$ cat src/rtl/int_ctrl_pkg.sv
// ============================================================================
// Module      : int_ctrl_pkg
// Description : Shared types, default constants and vector helper for the
//               interrupt controller.
// Revision    : 1.0 - initial release
// ============================================================================
`default_nettype none

package int_ctrl_pkg;

    // Controller phases: waiting for work, offering a request, ISR running
    typedef enum logic [1:0] {
        IDLE    = 2'd0,
        REQUEST = 2'd1,
        SERVICE = 2'd2
    } int_state_t;

    localparam logic [31:0] c_default_vector_base   = 32'h0000_0004;
    localparam int          c_default_vector_stride = 4;

    // Vector address of a source, computed wide so callers can truncate
    function automatic logic [63:0] calc_vector(input logic [31:0] id,
                                                input logic [63:0] base,
                                                input logic [63:0] stride);
        return base + (64'(id) * stride);
    endfunction

endpackage

`default_nettype wire

$ cat src/rtl/int_priority_arbiter.sv
// ============================================================================
// Module      : int_priority_arbiter
// Description : Combinational arbiter picking one eligible interrupt source.
//               Fixed priority (lowest index wins) by default; round-robin
//               starting after the last granted source when
//               INT_CTRL_ROUND_ROBIN_EN is defined.
// Revision    : 1.0 - initial release
// ============================================================================
`default_nettype none

module int_priority_arbiter #(
    parameter int NUM_SOURCES = 4,
    parameter int ID_WIDTH    = $clog2(NUM_SOURCES)
) (
    input  logic [NUM_SOURCES-1:0] i_eligible,
`ifdef INT_CTRL_ROUND_ROBIN_EN
    input  logic [ID_WIDTH-1:0]    i_last_granted,
`endif
    output logic                   o_valid,
    output logic [ID_WIDTH-1:0]    o_winner
);

`ifdef INT_CTRL_ROUND_ROBIN_EN
    // Scan from last_granted+1 with wraparound; walking the offsets downward
    // lets the nearest eligible source overwrite farther ones.
    always_comb begin
        int v_idx;
        o_valid  = 1'b0;
        o_winner = '0;
        v_idx    = 0;
        for (int k = NUM_SOURCES; k >= 1; k--) begin
            v_idx = (int'(i_last_granted) + k) % NUM_SOURCES;
            if (i_eligible[v_idx]) begin
                o_valid  = 1'b1;
                o_winner = ID_WIDTH'(v_idx);
            end
        end
    end
`else
    // Fixed priority: scan downward so the lowest eligible index is kept
    always_comb begin
        o_valid  = 1'b0;
        o_winner = '0;
        for (int i = NUM_SOURCES - 1; i >= 0; i--) begin
            if (i_eligible[i]) begin
                o_valid  = 1'b1;
                o_winner = ID_WIDTH'(i);
            end
        end
    end
`endif

endmodule

`default_nettype wire

$ cat src/rtl/interrupt_controller.sv
// ============================================================================
// Module      : interrupt_controller
// Description : Latches rising edges of peripheral interrupt lines, arbitrates
//               among enabled pending sources and hands one at a time to the
//               CPU with a req/ack handshake, blocking until return-from-ISR.
//               Optional macro INT_CTRL_ROUND_ROBIN_EN selects round-robin
//               arbitration instead of fixed lowest-index priority.
// Revision    : 1.0 - initial release
// ============================================================================
`default_nettype none

module interrupt_controller
    import int_ctrl_pkg::*;
#(
    parameter int                      NUM_SOURCES   = 4,
    parameter int                      ID_WIDTH      = $clog2(NUM_SOURCES),
    parameter int                      VECTOR_WIDTH  = 32,
    parameter logic [VECTOR_WIDTH-1:0] VECTOR_BASE   = VECTOR_WIDTH'(c_default_vector_base),
    parameter int                      VECTOR_STRIDE = c_default_vector_stride
) (
    input  logic                    clk,
    input  logic                    rst_n,
    input  logic [NUM_SOURCES-1:0]  irq_in,
    input  logic [NUM_SOURCES-1:0]  irq_enable,
    input  logic                    global_enable,
    output logic                    cpu_int_req,
    output logic [ID_WIDTH-1:0]     cpu_int_id,
    output logic [VECTOR_WIDTH-1:0] cpu_int_vector,
    input  logic                    cpu_int_ack,
    input  logic                    cpu_int_return,
    output logic [NUM_SOURCES-1:0]  pending,
    output logic                    in_service
);

    int_state_t              r_state;
    int_state_t              w_state_next;
    logic [NUM_SOURCES-1:0]  r_irq_prev;
    logic [NUM_SOURCES-1:0]  r_pending;
    logic [ID_WIDTH-1:0]     r_id;
    logic [NUM_SOURCES-1:0]  w_rise;
    logic [NUM_SOURCES-1:0]  w_eligible;
    logic [NUM_SOURCES-1:0]  w_clr_mask;
    logic                    w_ack_valid;
    logic                    w_load_id;
    logic                    w_arb_valid;
    logic [ID_WIDTH-1:0]     w_arb_winner;

    assign w_rise      = irq_in & ~r_irq_prev;
    assign w_eligible  = r_pending & irq_enable;
    assign w_ack_valid = (r_state == REQUEST) && cpu_int_ack;

`ifdef INT_CTRL_ROUND_ROBIN_EN
    logic [ID_WIDTH-1:0] r_last_granted;

    // Remember the most recently accepted source to rotate priority
    always_ff @(posedge clk) begin
        if (!rst_n) begin
            r_last_granted <= ID_WIDTH'(NUM_SOURCES - 1);
        end else if (w_ack_valid) begin
            r_last_granted <= r_id;
        end
    end

    int_priority_arbiter #(
        .NUM_SOURCES (NUM_SOURCES),
        .ID_WIDTH    (ID_WIDTH)
    ) u_arbiter (
        .i_eligible     (w_eligible),
        .i_last_granted (r_last_granted),
        .o_valid        (w_arb_valid),
        .o_winner       (w_arb_winner)
    );
`else
    int_priority_arbiter #(
        .NUM_SOURCES (NUM_SOURCES),
        .ID_WIDTH    (ID_WIDTH)
    ) u_arbiter (
        .i_eligible (w_eligible),
        .o_valid    (w_arb_valid),
        .o_winner   (w_arb_winner)
    );
`endif

    // One-hot clear for the source the CPU just accepted
    always_comb begin
        w_clr_mask = '0;
        if (w_ack_valid) begin
            w_clr_mask[r_id] = 1'b1;
        end
    end

    // Edge history and pending flags; a new rise beats a same-cycle clear
    always_ff @(posedge clk) begin
        if (!rst_n) begin
            r_irq_prev <= '0;
            r_pending  <= '0;
        end else begin
            r_irq_prev <= irq_in;
            r_pending  <= (r_pending & ~w_clr_mask) | w_rise;
        end
    end

    // State register plus the ID captured when a request is launched
    always_ff @(posedge clk) begin
        if (!rst_n) begin
            r_state <= IDLE;
            r_id    <= '0;
        end else begin
            r_state <= w_state_next;
            if (w_load_id) begin
                r_id <= w_arb_winner;
            end
        end
    end

    // Next-state logic; ack only counts in REQUEST, return only in SERVICE
    always_comb begin
        w_state_next = r_state;
        w_load_id    = 1'b0;
        case (r_state)
            IDLE: begin
                if (global_enable && w_arb_valid) begin
                    w_state_next = REQUEST;
                    w_load_id    = 1'b1;
                end
            end
            REQUEST: begin
                if (cpu_int_ack) begin
                    w_state_next = SERVICE;
                end
            end
            SERVICE: begin
                if (cpu_int_return) begin
                    w_state_next = IDLE;
                end
            end
            default: w_state_next = IDLE;
        endcase
    end

    // The vector is only driven while a source is offered or serviced, so
    // it reads as zero out of reset and between interrupts.
    assign cpu_int_req    = (r_state == REQUEST);
    assign in_service     = (r_state == SERVICE);
    assign cpu_int_id     = r_id;
    assign pending        = r_pending;
    assign cpu_int_vector = (cpu_int_req || in_service)
                          ? VECTOR_WIDTH'(calc_vector(32'(r_id), 64'(VECTOR_BASE),
                                                      64'(VECTOR_STRIDE)))
                          : '0;

endmodule

`default_nettype wire

$ cat config.mk
export PLATFORM = sky130hd
export DESIGN_NAME = interrupt_controller
export DESIGN_NICKNAME = d
export VERILOG_FILES = /design/src/rtl/int_ctrl_pkg.sv /design/src/rtl/int_priority_arbiter.sv /design/src/rtl/interrupt_controller.sv
export SDC_FILE = /design/constraint.sdc
export NUM_CORES = 1
export LEC_CHECK = 0
export BUFFER_PORTS_ARGS = -buffer_cell sky130_fd_sc_hd__buf_2
export CORE_MARGIN = 2
export CORE_UTILIZATION = 42
export CTS_BUF_LIST = sky130_fd_sc_hd__clkbuf_8 sky130_fd_sc_hd__clkbuf_16
export DETAILED_ROUTE_END_ITERATION = 8
export PLACE_DENSITY = 0.77
export SLEW_MARGIN = 40
export SYNTH_ARGS = -nofsm -noshare
export SYNTH_HDL_FRONTEND = slang
export SYNTH_SLANG_ARGS = --single-unit
export TNS_END_PERCENT = 5
$ cat constraint.sdc
create_clock -name clk -period 2 [get_ports clk]
set_input_delay 0.1 -clock clk [delete_from_list [all_inputs] [get_ports clk]]
set_output_delay 0.1 -clock clk [all_outputs]
set_load 0.02 [all_outputs]
# After elaboration in Yosys (flattened, before gate mapping)
# Cells that the tools add are included.
op_classes:
  addsub: 1
  mul: 0
  div_mod_pow: 0
  order_cmp: 2
  eq_ne: 5
  shift: 0
  n_mux: 18
  bitwise_logic: 6
  reduce_logical: 6
ops:
  columns: ["cell", "n"]
  rows:
  - ["2-to-1 mux 2 bit", 7]
  - ["bitwise AND 4 bit", 3]
  - ["NOT 4 bit", 2]
  - ["2-to-1 mux 1 bit", 7]
  - ["one-hot mux 2 bit (3 select lines)", 1]
  - ["adder 3 x 4 -> 5 bit (first input constant)", 1]
  - ["2-to-1 mux 5 bit", 1]
  - ["2-to-1 mux 4 bit", 1]
  - ["!= test 2 bit (second input constant)", 2]
  - ["bitwise OR 4 bit", 1]
  - ["logical AND 1 bit", 3]
  - ["< comparator 2 x 3 -> 1 bit (second input constant)", 1]
  - ["AND reduction 3 bit", 1]
  - ["demux 1 bit (select 2 bit)", 1]
  - ["equality test 2 x 1 -> 1 bit (second input constant)", 1]
  - ["equality test 2 bit (second input constant)", 1]
  - ["greater-or-equal comparator 2 x 1 -> 1 bit (second input constant)", 1]
  - ["logical NOT 2 bit", 1]
  - ["!= test 2 x 1 -> 1 bit (second input constant)", 1]
  - ["logical OR 1 bit", 1]
totals:
  ff_bits: 12
  latch_bits: 0
  ram_bits: 0
  mem_bits_ro: 0
  in_bits: 13
  wordCells: 42
  mem_count: 0

# Longest topological paths before layout
depth:
  ltp_word: 8
  ltp_mapped: 5

# Hierarchy
# A second synthesis with hierarchy kept.
hier_totals:
  hier_cells: 103
  hier_area_um2: 890.9
modules_own_cells:
  columns: ["module", "n_inst", "cells_per_inst", "area_each_um2", "seq_area_each_um2"]
  rows:
  - ["interrupt_controller", 1, 96, 855.8, 240.2]
  - ["int_priority_arbiter", 1, 7, 35.0, 0.0]

# Worst setup path before layout
# Ideal clock, no wire load.
synth_timing:
  path_kind: "register -> register"
  from: "register r_state[1]"
  to: "register r_state[0]"
  setup_time_ns: 0.072
  arrival_ns: 1.408
  required_ns: 1.928
  slack_ns: 0.520
  stages_incl_launch_ff: 5
  n_path_buf: 0
  synth_period_minus_slack_ns: 1.480
  cell_sequence: "dfxtp_1 -> inv_1 -> ha_1 -> a222oi_1 -> mux2i_1"
synth_via:
  elab_chain_len: 3
synth_rtl:
  columns: ["item", "line_no", "text"]
  rows:
  - ["from (decl)", "interrupt_controller.sv:35", "int_state_t r_state;"]
  - ["from (signal assigned)", "interrupt_controller.sv:109", "r_state <= w_state_next;"]
  - ["equality test 2 x 1 -> 1 bit *", null, null]
  - ["named net cpu_int_req", "interrupt_controller.sv:26", "output logic cpu_int_req,"]
  - ["!= test 2 x 1 -> 1 bit (no line)", null, null]
  - ["AND reduction 3 bit (no line)", null, null]
# The timed path passes the listed nets; every way through them passes the cells marked *.
# A chain may end at the register's enable or synchronous reset.

# Worst setup path after layout
layout_timing:
  from: "register r_state[1]"
  to: "register r_state[0]"
layout_via:
  elab_chain_len: 3
layout_rtl:
  columns: ["item", "line_no", "text"]
  rows:
  - ["equality test 2 bit (tied with other cells)", "interrupt_controller.sv:120", "case (r_state)"]
  - ["!= test 2 bit (no line) / != test 2 x 1 -> 1 bit (equally long branches)", null, null]
  - ["AND reduction 3 bit (no line)", null, null]
# Parallel ways exist; a longest one is shown, timed or not.

==> results.json <==
{
  "die-area_um2": 2500,
  "seq_area_um2": 240,
  "io_buffers": 23,
  "final_area_um2": 975,
  "drt-pass1-iter-count": 4,
  "hpwl_mm": 1.21,
  "rsz0062_at_grt": "no",
  "post_cts_buffers": 0,
  "cp.required_ps": 2160,
  "place.gp.congestion": 0.761,
  "cts_buffers": 3,
  "wl_mm": 1.44,
  "routedWlPerCell_um": 9.38,
  "synth_ff_type": "dfxtp_1",
  "avgViaCountPerCell": 4.12,
  "worstHoldPathType": "input pin to flip-flop",
  "grt_pass1_wl_mm": 2.26,
  "switching_share": 0.382,
  "diodes": 0,
  "cts_sinks": 12,
  "worstPathMaxFanout": 6,
  "fin_nets": 150,
  "yosysTopAreaCell": "dfxtp_1",
  "stdcell_count": 154,
  "combPwrFrac": 0.404,
  "yosys-top-cells-count": "buf_4 (29), dfxtp_1 (12), ha_1 (9), nor2b_1 (9), nand2_1 (7)",
  "period_needed_ps": 1560,
  "cap_violations": 0,
  "finalHoldViolCount": 0,
  "finClkSkew_ps": 4.30,
  "areaGrowthSynthToFinish_pct": 9.87,
  "synth-compound-area-share": 0.126,
  "finalSetupViolations": 0,
  "powerDensity_nw_per_um2": 960,
  "ant_nets": 0,
  "irDropWorstVdd_uv": 537,
  "clkPwrFrac": 0.277,
  "arrival_ps": 1720,
  "ioPinCount": 53,
  "drv_slew": 0,
  "crit_type": "flip-flop to flip-flop",
  "final_util": 0.492,
  "cts_resized": 0,
  "synth_edf_count": 0,
  "synth_most_common_cell": "buf_4",
  "clock-root-buffer": "clkbuf_8",
  "ys_types": 21,
  "yosys.area_share.adder": 0.127,
  "cts_tree": "built",
  "place_inst": 150,
  "p_int_mw": 0.578,
  "initial_core_util": 0.448,
  "critPathLaunchType": "flip-flop",
  "switchingPower_mw": 0.358,
  "htreeDepth": 1,
  "clkTransAtPathRegs_ps": 50,
  "hold_ws_ps": 72.7,
  "ys_warn_count": 0,
  "place_area_um2": 920,
  "num_vias": 634,
  "die_w_um": 50.0,
  "drc_errors": 0,
  "synth-xor-area-share": 0,
  "fill_cells": 207,
  "synth_mux_area_frac": 0.0226,
  "yosys.area_share.simple": 0.173,
  "coreArea_um2": 1980,
  "end_kind": "flip-flop",
  "num_rows": 16,
  "mappedNetlistArea_um2": 887,
  "dr.first_iter.drc_count": 17,
  "ys_ff_latch": 12,
  "pwr-share-seq": 0.319,
  "async_reset_ff_frac": 0,
  "p_leak_nw": 0.504,
  "cts.path.max_buffers": 2,
  "cts_hold_buf": 0,
  "grt_antenna_before_repair": 0,
  "ys_seq_area_frac": 0.271,
  "multi_input_area_um2": 507,
  "overflow": 0,
  "final_layout_size_suffix_gt1_frac": 0.244,
  "fin_crit_sh": 0.779,
  "fin_setup_tns_ps": 0,
  "yosys-top-cells-area": "dfxtp_1 (27%), buf_4 (25%), ha_1 (13%), nor2b_1 (6.3%), and2_1 (4.2%)",
  "grt_pass1_vias": 526,
  "grt_max_degree": 15,
  "syn_inst": 102,
  "fmax_ghz": 0.642,
  "clk_latency_ps": 240,
  "synth_area_per_cell_um2": 8.70,
  "synth_top_family_by_area": "buffers and inverters",
  "outcome": "finished clean",
  "synth_top_area_frac": 0.271,
  "track_usage": 0.121,
  "die_h_um": 50.0
}
## placed cells by master, fill, tap and decap left out, drive strengths merged
| cell | n |
|---|---|
| a21oi | 5 |
| buf | 23 |
| a222oi | 1 |
| and2 | 6 |
| nor2 | 1 |
| a21boi | 1 |
| a2111o | 1 |
| nand2 | 7 |
| a22o | 2 |
| nand3 | 6 |
| ha | 9 |
| clkbuf | 4 |
| o21ai | 2 |
| inv | 5 |
| dfxtp | 12 |
| conb | 29 |
| mux2i | 2 |
| clkinvlp | 1 |
| nor2b | 9 |
| a32oi | 1 |
## routing by layer
layer	GRT usage	part of all wire	vias to the layer above
met5	0	0	-
met4	0.0278	0	0
met3	0.0606	0.096	0
met2	0.207	0.51	39
met1	0.132	0.39	272
li1	-	-	323
## power by group through the flow
stage / Clock, mW / Sequential (mW) / Combinational [mW]
floorplan: 0 / 0.310 / 0.314
global placement: 0 / 0.300 / 0.361
detailed placement: 0 / 0.304 / 0.374
CTS: 0.269 / 0.299 / 0.377
global route: 0.281 / 0.303 / 0.412
finish: 0.259 / 0.299 / 0.378
## worst paths after layout
check / startpoint / end / slack [ps] / cells after the start
setup / recovery: r_state[1] / r_state[0] / 440 / 4
hold / removal: irq_in[3] / r_irq_prev[3] / 70 / 2
setup reg to reg: r_state[1] / r_state[0] / 440 / 4
hold reg to reg: r_state[1] / r_state[1] / 500 / 2
## worst max-delay path: stages, from the launching register on
cell,delay [ps]
dfxtp_1,360
inv_1,100
ha_1,260
a222oi_1,520
mux2i_1,250
## state kept, by name, summed over array words and instances (netlist names)
name,cells
r_state,2
cpu_int_id,2
pending,4
r_irq_prev,4
## per-stage QoR
stage               setup slack [ps]  power (mW)
finish                           442       0.936
CTS                              459       0.945
detailed placement               466       0.678
global placement                 581       0.660
global route                     322       0.996
floorplan                        520       0.624
## cells by family after synthesis
kind of cell | count (synthesis)
AO/OA/AOI/OAI | 13
adder cells (fa/ha/maj) | 9
AND/OR/NAND/NOR | 29
multiplexers | 2
buffers and inverters | 36
other | 1
flip-flops | 12
## area by class of cell
type                            instances  share of cell area
Multi-Input combinational cell         82               0.520
Sequential cell                        12               0.246
Timing Repair Buffer                   23               0.118
Clock buffer                            4              0.0565
Tap cell                               27              0.0347
Inverter                                6              0.0244
(Power assumes the default switching activity.)
